## config.mk

```make
export PLATFORM = sky130hd
export DESIGN_NAME = snake_tick_scheduler_flat
export DESIGN_NICKNAME = d
export VERILOG_FILES = /design/src/rtl/snake_pkg.sv /design/src/rtl/snake_tick_scheduler_if.sv /design/src/rtl/snake_tick_scheduler_rise_detect.sv /design/src/rtl/snake_tick_scheduler.sv /design/src/flat_wrapper.sv
export SDC_FILE = /design/constraint.sdc
export NUM_CORES = 1
export LEC_CHECK = 0
export BUFFER_PORTS_ARGS = -buffer_cell sky130_fd_sc_hd__buf_2
export CORE_UTILIZATION = 60
export CTS_CLUSTER_DIAMETER = 120
export DETAILED_ROUTE_END_ITERATION = 16
export PLACE_DENSITY_LB_ADDON = 0.08
export SLEW_MARGIN = 15
export SYNTH_ARGS = -nofsm -noshare
export SYNTH_HDL_FRONTEND = slang
export SYNTH_SLANG_ARGS = --single-unit
```

## constraint.sdc

```tcl
create_clock -name clk_in -period 11.1 [get_ports clk_in]
set_clock_uncertainty 0.2 [all_clocks]
set_input_delay 0 -clock clk_in [delete_from_list [all_inputs] [get_ports clk_in]]
set_output_delay 0 -clock clk_in [all_outputs]
set_load 0.02 [all_outputs]
```

## src/rtl/snake_pkg.sv

```systemverilog
// snake_pkg
// Shared definitions for the snake game blocks.
//   - STATE_W / state_e : scheduler FSM encoding (IDLE=0, RUN=1, ARMED=2,
//                         UPDATE=3, HALT=4), also shown on debug LEDs.
//   - SNAKE_*           : default move timing in clk_in cycles at 25 MHz,
//                         reusable by any block that needs the game rate.
package snake_pkg;

    localparam int STATE_W = 3;

    typedef enum logic [STATE_W-1:0] {
        IDLE   = 3'd0,
        RUN    = 3'd1,
        ARMED  = 3'd2,
        UPDATE = 3'd3,
        HALT   = 3'd4
    } state_e;

    // 0.5 s initial move period, 20 ms speed-up per food item, 0.1 s floor.
    localparam int unsigned SNAKE_BASE_PERIOD = 12_500_000;
    localparam int unsigned SNAKE_STEP        = 500_000;
    localparam int unsigned SNAKE_MIN_PERIOD  = 2_500_000;

endpackage

```

## src/rtl/snake_tick_scheduler_if.sv

```systemverilog
// snake_tick_scheduler_if
// Handshake between the tick scheduler and the game logic.
//   update_req  : scheduler -> game, one move requested, held until update_done
//   update_done : game -> scheduler, single-cycle acknowledge of a move
//   food_eaten  : game -> scheduler, single-cycle pulse, speeds the game up
//   game_over   : game -> scheduler, single-cycle pulse, stops scheduling
// master = scheduler side, slave = game logic side.
interface snake_tick_scheduler_if;

    logic update_req;
    logic update_done;
    logic food_eaten;
    logic game_over;

    modport master (
        output update_req,
        input  update_done,
        input  food_eaten,
        input  game_over
    );

    modport slave (
        input  update_req,
        output update_done,
        output food_eaten,
        output game_over
    );

endinterface

```

## src/rtl/snake_tick_scheduler_rise_detect.sv

```systemverilog
// rise_detect
// One-flop rising-edge detector for a level that is already synchronous to
// clk_in (vblank here, debounced buttons elsewhere).
//   clk_in : clock
//   reset  : synchronous, active-high; clears the history flop
//   din    : level input
//   rise   : high in the cycle where din=1 and the previous-cycle din was 0
module rise_detect (
    input  logic clk_in,
    input  logic reset,
    input  logic din,
    output logic rise
);

    logic din_q_reg;

    always_ff @(posedge clk_in) begin
        if (reset) begin
            din_q_reg <= 1'b0;
        end else begin
            din_q_reg <= din;
        end
    end

    // Compared against the live input so the FSM can act on the edge in the
    // same cycle it appears.
    assign rise = din & ~din_q_reg;

endmodule

```

## src/rtl/snake_tick_scheduler.sv

```systemverilog
// snake_tick_scheduler
// Game-rate scheduler: counts a programmable move period, then waits for the
// next vblank rising edge so the grid update lands outside active video, then
// raises update_req until the game logic acknowledges. Each food item shortens
// the period by STEP, saturating at MIN_PERIOD.
//   clk_in  : 25 MHz pixel clock, only clock
//   reset   : synchronous, active-high
//   start   : pulse, leaves IDLE/HALT and restarts at BASE_PERIOD
//   pause   : level, freezes the period counter while in RUN
//   vblank  : level from the VGA sync generator
//   game    : handshake with the game logic (update_req/update_done,
//             food_eaten, game_over)
//   period  : current move period
//   moves   : completed updates, wraps at 16 bits
//   state   : FSM state for debug/LEDs
module snake_tick_scheduler
    import snake_pkg::*;
#(
    parameter int unsigned CNT_W       = 24,
    parameter int unsigned BASE_PERIOD = SNAKE_BASE_PERIOD,
    parameter int unsigned STEP        = SNAKE_STEP,
    parameter int unsigned MIN_PERIOD  = SNAKE_MIN_PERIOD
) (
    input  logic                       clk_in,
    input  logic                       reset,
    input  logic                       start,
    input  logic                       pause,
    input  logic                       vblank,
    snake_tick_scheduler_if.master     game,
    output logic [CNT_W-1:0]           period,
    output logic [15:0]                moves,
    output logic [STATE_W-1:0]         state
);

    localparam logic [CNT_W-1:0] BASE_P = CNT_W'(BASE_PERIOD);
    localparam logic [CNT_W:0]   STEP_W = (CNT_W+1)'(STEP);
    localparam logic [CNT_W:0]   MIN_W  = (CNT_W+1)'(MIN_PERIOD);

    state_e             state_reg;
    logic [CNT_W-1:0]   counter_reg;
    logic [CNT_W-1:0]   period_reg;
    logic [15:0]        moves_reg;
    logic               update_req_reg;

    logic               vblank_rise;
    logic [CNT_W:0]     period_diff;
    logic [CNT_W-1:0]   period_next;
    logic               period_expired;

    rise_detect u_vblank_rise (
        .clk_in (clk_in),
        .reset  (reset),
        .din    (vblank),
        .rise   (vblank_rise)
    );

    // Saturating decrement: the extra MSB of the difference flags a borrow,
    // so a period smaller than STEP clamps to the floor instead of wrapping.
    always_comb begin
        period_diff = {1'b0, period_reg} - STEP_W;
        period_next = period_reg;
        if (period_diff[CNT_W] || (period_diff < MIN_W)) begin
            period_next = MIN_W[CNT_W-1:0];
        end else begin
            period_next = period_diff[CNT_W-1:0];
        end
    end

    // >= rather than == because a food pulse can shrink the period below the
    // count already reached; the move then fires on the next unpaused edge.
    assign period_expired = (counter_reg >= (period_reg - CNT_W'(1)));

    always_ff @(posedge clk_in) begin
        if (reset) begin
            state_reg      <= IDLE;
            counter_reg    <= '0;
            period_reg     <= BASE_P;
            moves_reg      <= '0;
            update_req_reg <= 1'b0;
        end else begin
            case (state_reg)
                IDLE, HALT: begin
                    // Outputs stay frozen here so the final score/speed
                    // remain visible after a game over.
                    if (start) begin
                        state_reg   <= RUN;
                        counter_reg <= '0;
                        period_reg  <= BASE_P;
                        moves_reg   <= '0;
                    end
                end

                RUN, ARMED, UPDATE: begin
                    if (game.game_over) begin
                        // Highest-priority event: abandon any in-flight move.
                        state_reg      <= HALT;
                        counter_reg    <= '0;
                        update_req_reg <= 1'b0;
                    end else begin
                        // Food is independent of the move handshake, so it
                        // coexists with update_done in the same cycle.
                        if (game.food_eaten) begin
                            period_reg <= period_next;
                        end

                        case (state_reg)
                            RUN: begin
                                if (!pause) begin
                                    if (period_expired) begin
                                        counter_reg <= '0;
                                        state_reg   <= ARMED;
                                    end else begin
                                        counter_reg <= counter_reg + CNT_W'(1);
                                    end
                                end
                            end

                            ARMED: begin
                                // Only a fresh edge counts; entering with
                                // vblank already high waits a whole frame.
                                if (vblank_rise) begin
                                    state_reg      <= UPDATE;
                                    update_req_reg <= 1'b1;
                                end
                            end

                            UPDATE: begin
                                // pause is deliberately not looked at here:
                                // a started move always finishes.
                                if (game.update_done) begin
                                    update_req_reg <= 1'b0;
                                    moves_reg      <= moves_reg + 16'd1;
                                    state_reg      <= RUN;
                                end
                            end

                            default: begin
                            end
                        endcase
                    end
                end

                default: begin
                    // Unreachable encodings fall back to a safe idle.
                    state_reg      <= IDLE;
                    counter_reg    <= '0;
                    update_req_reg <= 1'b0;
                end
            endcase
        end
    end

    assign game.update_req = update_req_reg;
    assign period          = period_reg;
    assign moves           = moves_reg;
    assign state           = state_reg;

endmodule
```

## src/flat_wrapper.sv

```systemverilog
// flat-port wrapper written by rule: the top's interface ports become plain ports
module snake_tick_scheduler_flat import snake_pkg::*;
#(
    parameter int unsigned CNT_W       = 24,
    parameter int unsigned BASE_PERIOD = SNAKE_BASE_PERIOD,
    parameter int unsigned STEP        = SNAKE_STEP,
    parameter int unsigned MIN_PERIOD  = SNAKE_MIN_PERIOD
)
  (clk_in, reset, start, pause, vblank, period, moves, state, game_update_req, game_update_done, game_food_eaten, game_game_over);
  snake_tick_scheduler_if game_i ();
  input  logic clk_in;
  input  logic reset;
  input  logic start;
  input  logic pause;
  input  logic vblank;
  output logic [CNT_W-1:0] period;
  output logic [15:0] moves;
  output logic [STATE_W-1:0] state;
  output wire logic [$bits(game_i.update_req)-1:0] game_update_req;
  input wire logic [$bits(game_i.update_done)-1:0] game_update_done;
  input wire logic [$bits(game_i.food_eaten)-1:0] game_food_eaten;
  input wire logic [$bits(game_i.game_over)-1:0] game_game_over;
  assign game_update_req = game_i.update_req;
  assign game_i.update_done = game_update_done;
  assign game_i.food_eaten = game_food_eaten;
  assign game_i.game_over = game_game_over;
  snake_tick_scheduler #(.CNT_W(CNT_W), .BASE_PERIOD(BASE_PERIOD), .STEP(STEP), .MIN_PERIOD(MIN_PERIOD)) u_core (.clk_in(clk_in), .reset(reset), .start(start), .pause(pause), .vblank(vblank), .game(game_i), .period(period), .moves(moves), .state(state));
endmodule
```

======== Word level (Yosys, flattened, before mapping) ========
Cells that the tools add are included.
operators by class
  reductions and logical operators ........ 10
  bitwise gates (word level) .............. 3
  add/subtract/negate cells ............... 4
  order comparisons ....................... 2
  equality and inequality tests ........... 17
  multiplexer cells ....................... 29
operator list
  operator                count
  $mux 24                 9
  $pmux 24 s2             2
  $mux 16                 4
  $pmux 16 s2             1
  $lt 25x22->1 const B    1
  $sub 24x19->25 const B  1
  $add 24x1->24 const B   1
  $ge 24x24->1            1
  $sub 24x1->24 const B   1
  $mux 3                  6
  $add 16x1->16 const B   1
  $ne 4x4->1 const B      3
  $pmux 3 s3              1
  $ne 2x2->1 const B      4
  $reduce_and 4->1        2
  $eq 3x2->1 const B      2
  $pmux 3 s2              1
  $reduce_and 6->1        1
  $ne 5x2->1 const B      1
  $reduce_and 5->1        1
  $ne 4x2->1 const B      1
  $ne 4x3->1 const B      1
  $pmux 1 s2              2
  $eq 3x1->1 const B      1
  other kinds (13)        16
word-level totals
  output and inout bits ................... 44
  input bits .............................. 8
  register bits ........................... 69

======== Logic depth before layout (Yosys ltp) ========
  depth after elaboration ................. 7
  mapped depth ............................ 17
  depth with buffers taken out ............ 15

======== Modules after synthesis ========
A second synthesis with hierarchy kept.
second synthesis, totals
  cells, all modules ...................... 565
  area total of the unflattened synthesis .. 4511.8 um^2
modules (own cells, without submodules)
  module                area an instance (um^2)  cells an instance  times used  sequential area each (um^2)
  snake_tick_scheduler  4464.3                   562                1           1261.2
  rise_detect           47.5                     3                  1           20.0

======== Worst setup path before layout ========
OpenSTA, ideal clock, no wires.
  path kind ............................... flip-flop to flip-flop
  from .................................... register u_core.period_reg[8], in the netlist u_core.period[8]
  to ...................................... register u_core.counter_reg[0]
  slack ................................... 7.006 ns
  required time ........................... 10.835 ns
  clock period less this slack ............ 4.094 ns
  arrival time ............................ 3.828 ns
  stages on the path, launching flop included .. 17
  path buffers ............................ 3
  cells stage by stage .................... dfxtp_1 > clkbuf_1 > clkbuf_1 > nor4_1 > nand4_1 > nor4_1 > xnor2_1 > ha_1 > and3_1 > a221oi_1 > o21ai_0 > a221oi_1 > o21ai_1 > nor3_1 > o21bai_1 > clkbuf_1 > nor2_1
between the ends
  word-level cells in the longest chain between the ends .. 7
ends and longest elaborated chain
  what                    RTL line                     RTL
  start, declared         snake_tick_scheduler.sv:41   logic [CNT_W-1:0] period_reg;
  start signal, assigned  snake_tick_scheduler.sv:103  period_reg <= period_next;
  $sub 24x1->24           snake_tick_scheduler.sv:71   assign period_expired = (counter_reg >= (period_reg - CNT_W'(1)));
  $ge 24x24->1            snake_tick_scheduler.sv:71
  $mux 24                 snake_tick_scheduler.sv:109  if (period_expired) begin
  $mux 24                 snake_tick_scheduler.sv:108  if (!pause) begin
  $mux 24                 snake_tick_scheduler.sv:106  case (state_reg)
  $mux 24                 snake_tick_scheduler.sv:94   if (game.game_over) begin
  $pmux 24 s2             snake_tick_scheduler.sv:81   case (state_reg)
  end signal, assigned    snake_tick_scheduler.sv:113  counter_reg <= counter_reg + CNT_W'(1);
  end, declared           snake_tick_scheduler.sv:40   logic [CNT_W-1:0] counter_reg;
No other way between the ends. The select of a mux whose other input is x is not followed.
A chain may end at the register's enable or synchronous reset.

======== Worst setup path after layout ========
  from .................................... register u_core.period_reg[8], in the netlist u_core.period[8]
  to ...................................... register u_core.state_reg[0], in the netlist u_core.state[0]
between the ends
  word-level cells in the longest chain between the ends .. 4
ends and longest elaborated chain
  what                        RTL line                    RTL
  $sub 24x1->24               snake_tick_scheduler.sv:71
  $ge 24x24->1                snake_tick_scheduler.sv:71
  $ne 4x3->1 (no line)        -
  $reduce_and 6->1 (no line)  -
  end signal, assigned        snake_tick_scheduler.sv:75  state_reg <= IDLE;
  end signal, assigned        snake_tick_scheduler.sv:86  state_reg <= RUN;
  end signal, assigned        snake_tick_scheduler.sv:96  state_reg <= HALT;
  end, declared               snake_tick_scheduler.sv:39  state_e state_reg;
No other way between the ends.

==> results.md <==
* Clk sinks at 64
* CTS buffer count at 9
* Max reg flops at 24
* IO Port Bufs at 46
* Commonest non-fill, non-tap cell in the layout: nor2_1
* Area of the core at 0.006869 mm²
* Later-pin clock latency in the skew report at 0.35 ns
* RSZ-0062 raised after global routing: false
* Outcome: complete, no violations
* WL final at approximately 11,000 µm
* Final nets at 616
* Vias in the first global route at roughly 3,800
* Pre-antenna DRT Iters at 5
* EDFF count, synth at 0
* P_sw at 167.4 µW
* Placer's final routability congestion estimate at 0.9693
* TritonCTS clock tree: yes
* Drt wl/cell at approximately 15 µm
* Slew HR at 0.3880
* CTS resizes at 0
* Critical path cell sequence: nor4_1, nand4_1, nor4_1, xnor2_1, ha_1, and3_1, a221oi_1, o21ai_0, a221oi_1, o21ai_1, nor3_1, o22ai_1, a21oi_1, dlygate4sd3_1
* Post-synthesis cell count at 547
* Async SR Flop Fraction at 0
* FF+latch count, synth at 64
* Post-route ant nets at 0
* Max VDD drop at 0.07458 mV
* Count of final hold-check violations at 0
* Die height at about 87 µm
* Sw frac at 0.3237
* # IOs at 52
* Final period util at 0.4213
* Synthesis-to-finish area growth at 10.96%
* Depth of the CTS H-tree at 3
* Pwr/cell area at about 110 mW/mm²
* Yosys warns at 0
* Flop pwr share at 0.482
* Clock root buffer: clkbuf_8
* Die Wd at slightly below 90 µm
* Grt ovf at 0
* First-pass GRT wire length at 17,600 µm
* Via count at 4,037
* Crit path largest cell delay at 0.61 ns
* Slowest CP cell: nor4_1
* Filler Cell Count at between 600 and 700
* Total Routing Usage GR at 0.2970
* Gate power share at 0.177
* Detailed Place HPWL at 7698 µm
* Worst Path Required at approximately 11 ns
* Mean post-synth cell area at 7.848 µm²
* Power share of the clock group at 0.341
* Top_reg_cell synth: dfxtp_1
* Drt initial violations at 198
* Worst setup SP type: flip-flop
* Most frequent cells in the layout: nor2_1 (89), dfxtp_1 (64), buf_2 (46)
* Measured slew at the worst slew-check pin at 0.9179 ns
* CTS Buffer Depth at 2
* Die ar. at 0.007497 mm²
* # diodes at 0
* Internal power at 349.7 µW
* Initial core utilization at 0.6250
* Pin count of the biggest net entering global routing at 21
* Crit path kind: flip-flop to flip-flop
* Crit-path max FO at 20
* Multi-input logic area at 0.002800 mm²
* Leakage at about 0.0019 µW
* Sequential Area at 0.001281 mm²
* Seq/Total Area, Yosys at 0.2985
* Final setup fails at 0
* CTS clk-pin slew, worst paths at 0.08 ns
* Max Cap Viol at 0
* Fraction of layout instances using a drive strength above 1 at 0.1310
* Worst Reg-to-Reg Cells at 14
* Antenna violations before repair at 0
* Pins Over Slew Limit at 0
* Arrival time worst endpoint at 4.76 ns
* Fin crit period at approximately 4.7 ns
* Setup TNS Final at 0 ns
* HP Class: primary input to flip-flop
* Post-route DRC violation count at 0
* Final Total Pwr at 517.1 µW
* CP endpoint kind: flip-flop
* Hold Path Stages at 5
* Via density at 5.902
* Row count at 30
* Yosys cell types at 66
* Mapped cell area at ~0.0043 mm²
* Max Fclk at 213.8 MHz
-- worst max-delay path, delay by kind of cell (launching register included) --
| kind | cells | cell delay [ns] |
|---|---|---|
| flops | 1 | 0.53 |
| xor+xnor | 1 | 0.16 |
| compound gates | 6 | 1.09 |
| simple gates | 5 | 1.79 |
| fa+ha+maj | 1 | 0.26 |
| buf+inv | 1 | 0.56 |
-- final cells by class --
| cell class | count | area share |
|---|---|---|
| Inverter | 10 | 0.007880 |
| Clock inverter | 7 | 0.009982 |
| Tap cell | 96 | 0.02522 |
| Clock buffer | 9 | 0.02600 |
| Sequential cell | 64 | 0.2690 |
| Timing Repair Buffer | 59 | 0.07407 |
| Multi-Input combinational cell | 439 | 0.5879 |
-- per-layer routing --
metal	vias up	global-route usage	wire, µm
li1	1995	-	-
met1	1883	0.3791	4769
met2	134	0.4827	4947
met3	25	0.06095	563
met4	0	0.1364	301
met5	-	0	0
-- power groups by stage --
stage	Sequential (µW)	Combinational [µW]	Clock [µW]
2_1_floorplan	249	70.6	0
3_3_place_gp	254	86.8	0
3_5_place_dp	254	86.7	0
4_1_cts	249	90.2	181
5_1_grt	250	99.4	190
6_report	249	91.3	176
-- final timing paths --
path                                end                   from  slack (ns)
setup / recovery        u_core.state[0]       u_core.period[8]        6.42
setup reg to reg        u_core.state[0]       u_core.period[8]        6.42
hold reg to reg   u_core.counter_reg[1]  u_core.counter_reg[1]        0.30
hold / removal          u_core.moves[0]       game_update_done        0.14
-- synth_stat cells, types with 3 or more instances --
cell       n  area, µm²
nand3_1   25      125.1
and3_1    12      75.07
nor4_1     8      50.05
o31ai_1    5      37.54
dfxtp_1   64       1281
nand2b_1  10      62.56
or3_1      5      31.28
nor2_1    89      334.1
a31oi_1    5      31.28
a21oi_1   23      115.1
xnor2_1   27      236.5
o21bai_1   4      30.03
buf_4      5      37.54
and4_1     6      52.55
buf_1      3      11.26
o22ai_1    4      25.02
nand4_1    8      50.05
nor2b_1    8      50.05
nor3b_1    5      37.54
a21o_1    12      90.09
ha_1      25      312.8
nand2_1   40      150.1
o21ai_0   20      100.1
a211o_1    5      43.79
clkbuf_1  25      93.84
inv_1     10      37.54
nor3_1    17      85.08
xor2_1    28      245.2
-- cells by family (layout without fill, tap and decap cells) --
| group | Yosys count | after routing | synth area share |
|---|---|---|---|
| AO/OA/AOI/OAI | 107 | 107 | 0.1801 |
| buffers and inverters | 48 | 85 | 0.05275 |
| other | 1 | 5 | 0.0008735 |
| XOR/XNOR | 55 | 55 | 0.1122 |
| adder cells (fa/ha/maj) | 25 | 25 | 0.07287 |
| flip-flops | 64 | 64 | 0.2985 |
| multiplexers | 2 | 2 | 0.004664 |
| AND/OR/NAND/NOR | 245 | 245 | 0.2781 |
-- timing repair --
action / in CTS / in global routing
hold buffers: 10 / 0
endpoints found under the hold margin: 12 / 0
setup buffers: 0 / 0
setup endpoints to repair: 0 / 0
-- per-stage QoR --
stage	setup WS, ns	std cells	hold WS, ns	cell area, µm²	utilization
floorplan	7.006	551	-0.07182	4308	-
finish	6.423	684	0.1421	4763	0.6934
CTS	6.482	684	0.1132	4763	0.6934
global placement	6.749	658	0.03138	4492	0.6539
global route	5.921	684	0.1963	4763	0.6934
detailed placement	6.612	658	0.03440	4492	0.6539
(Power assumes the default switching activity.)
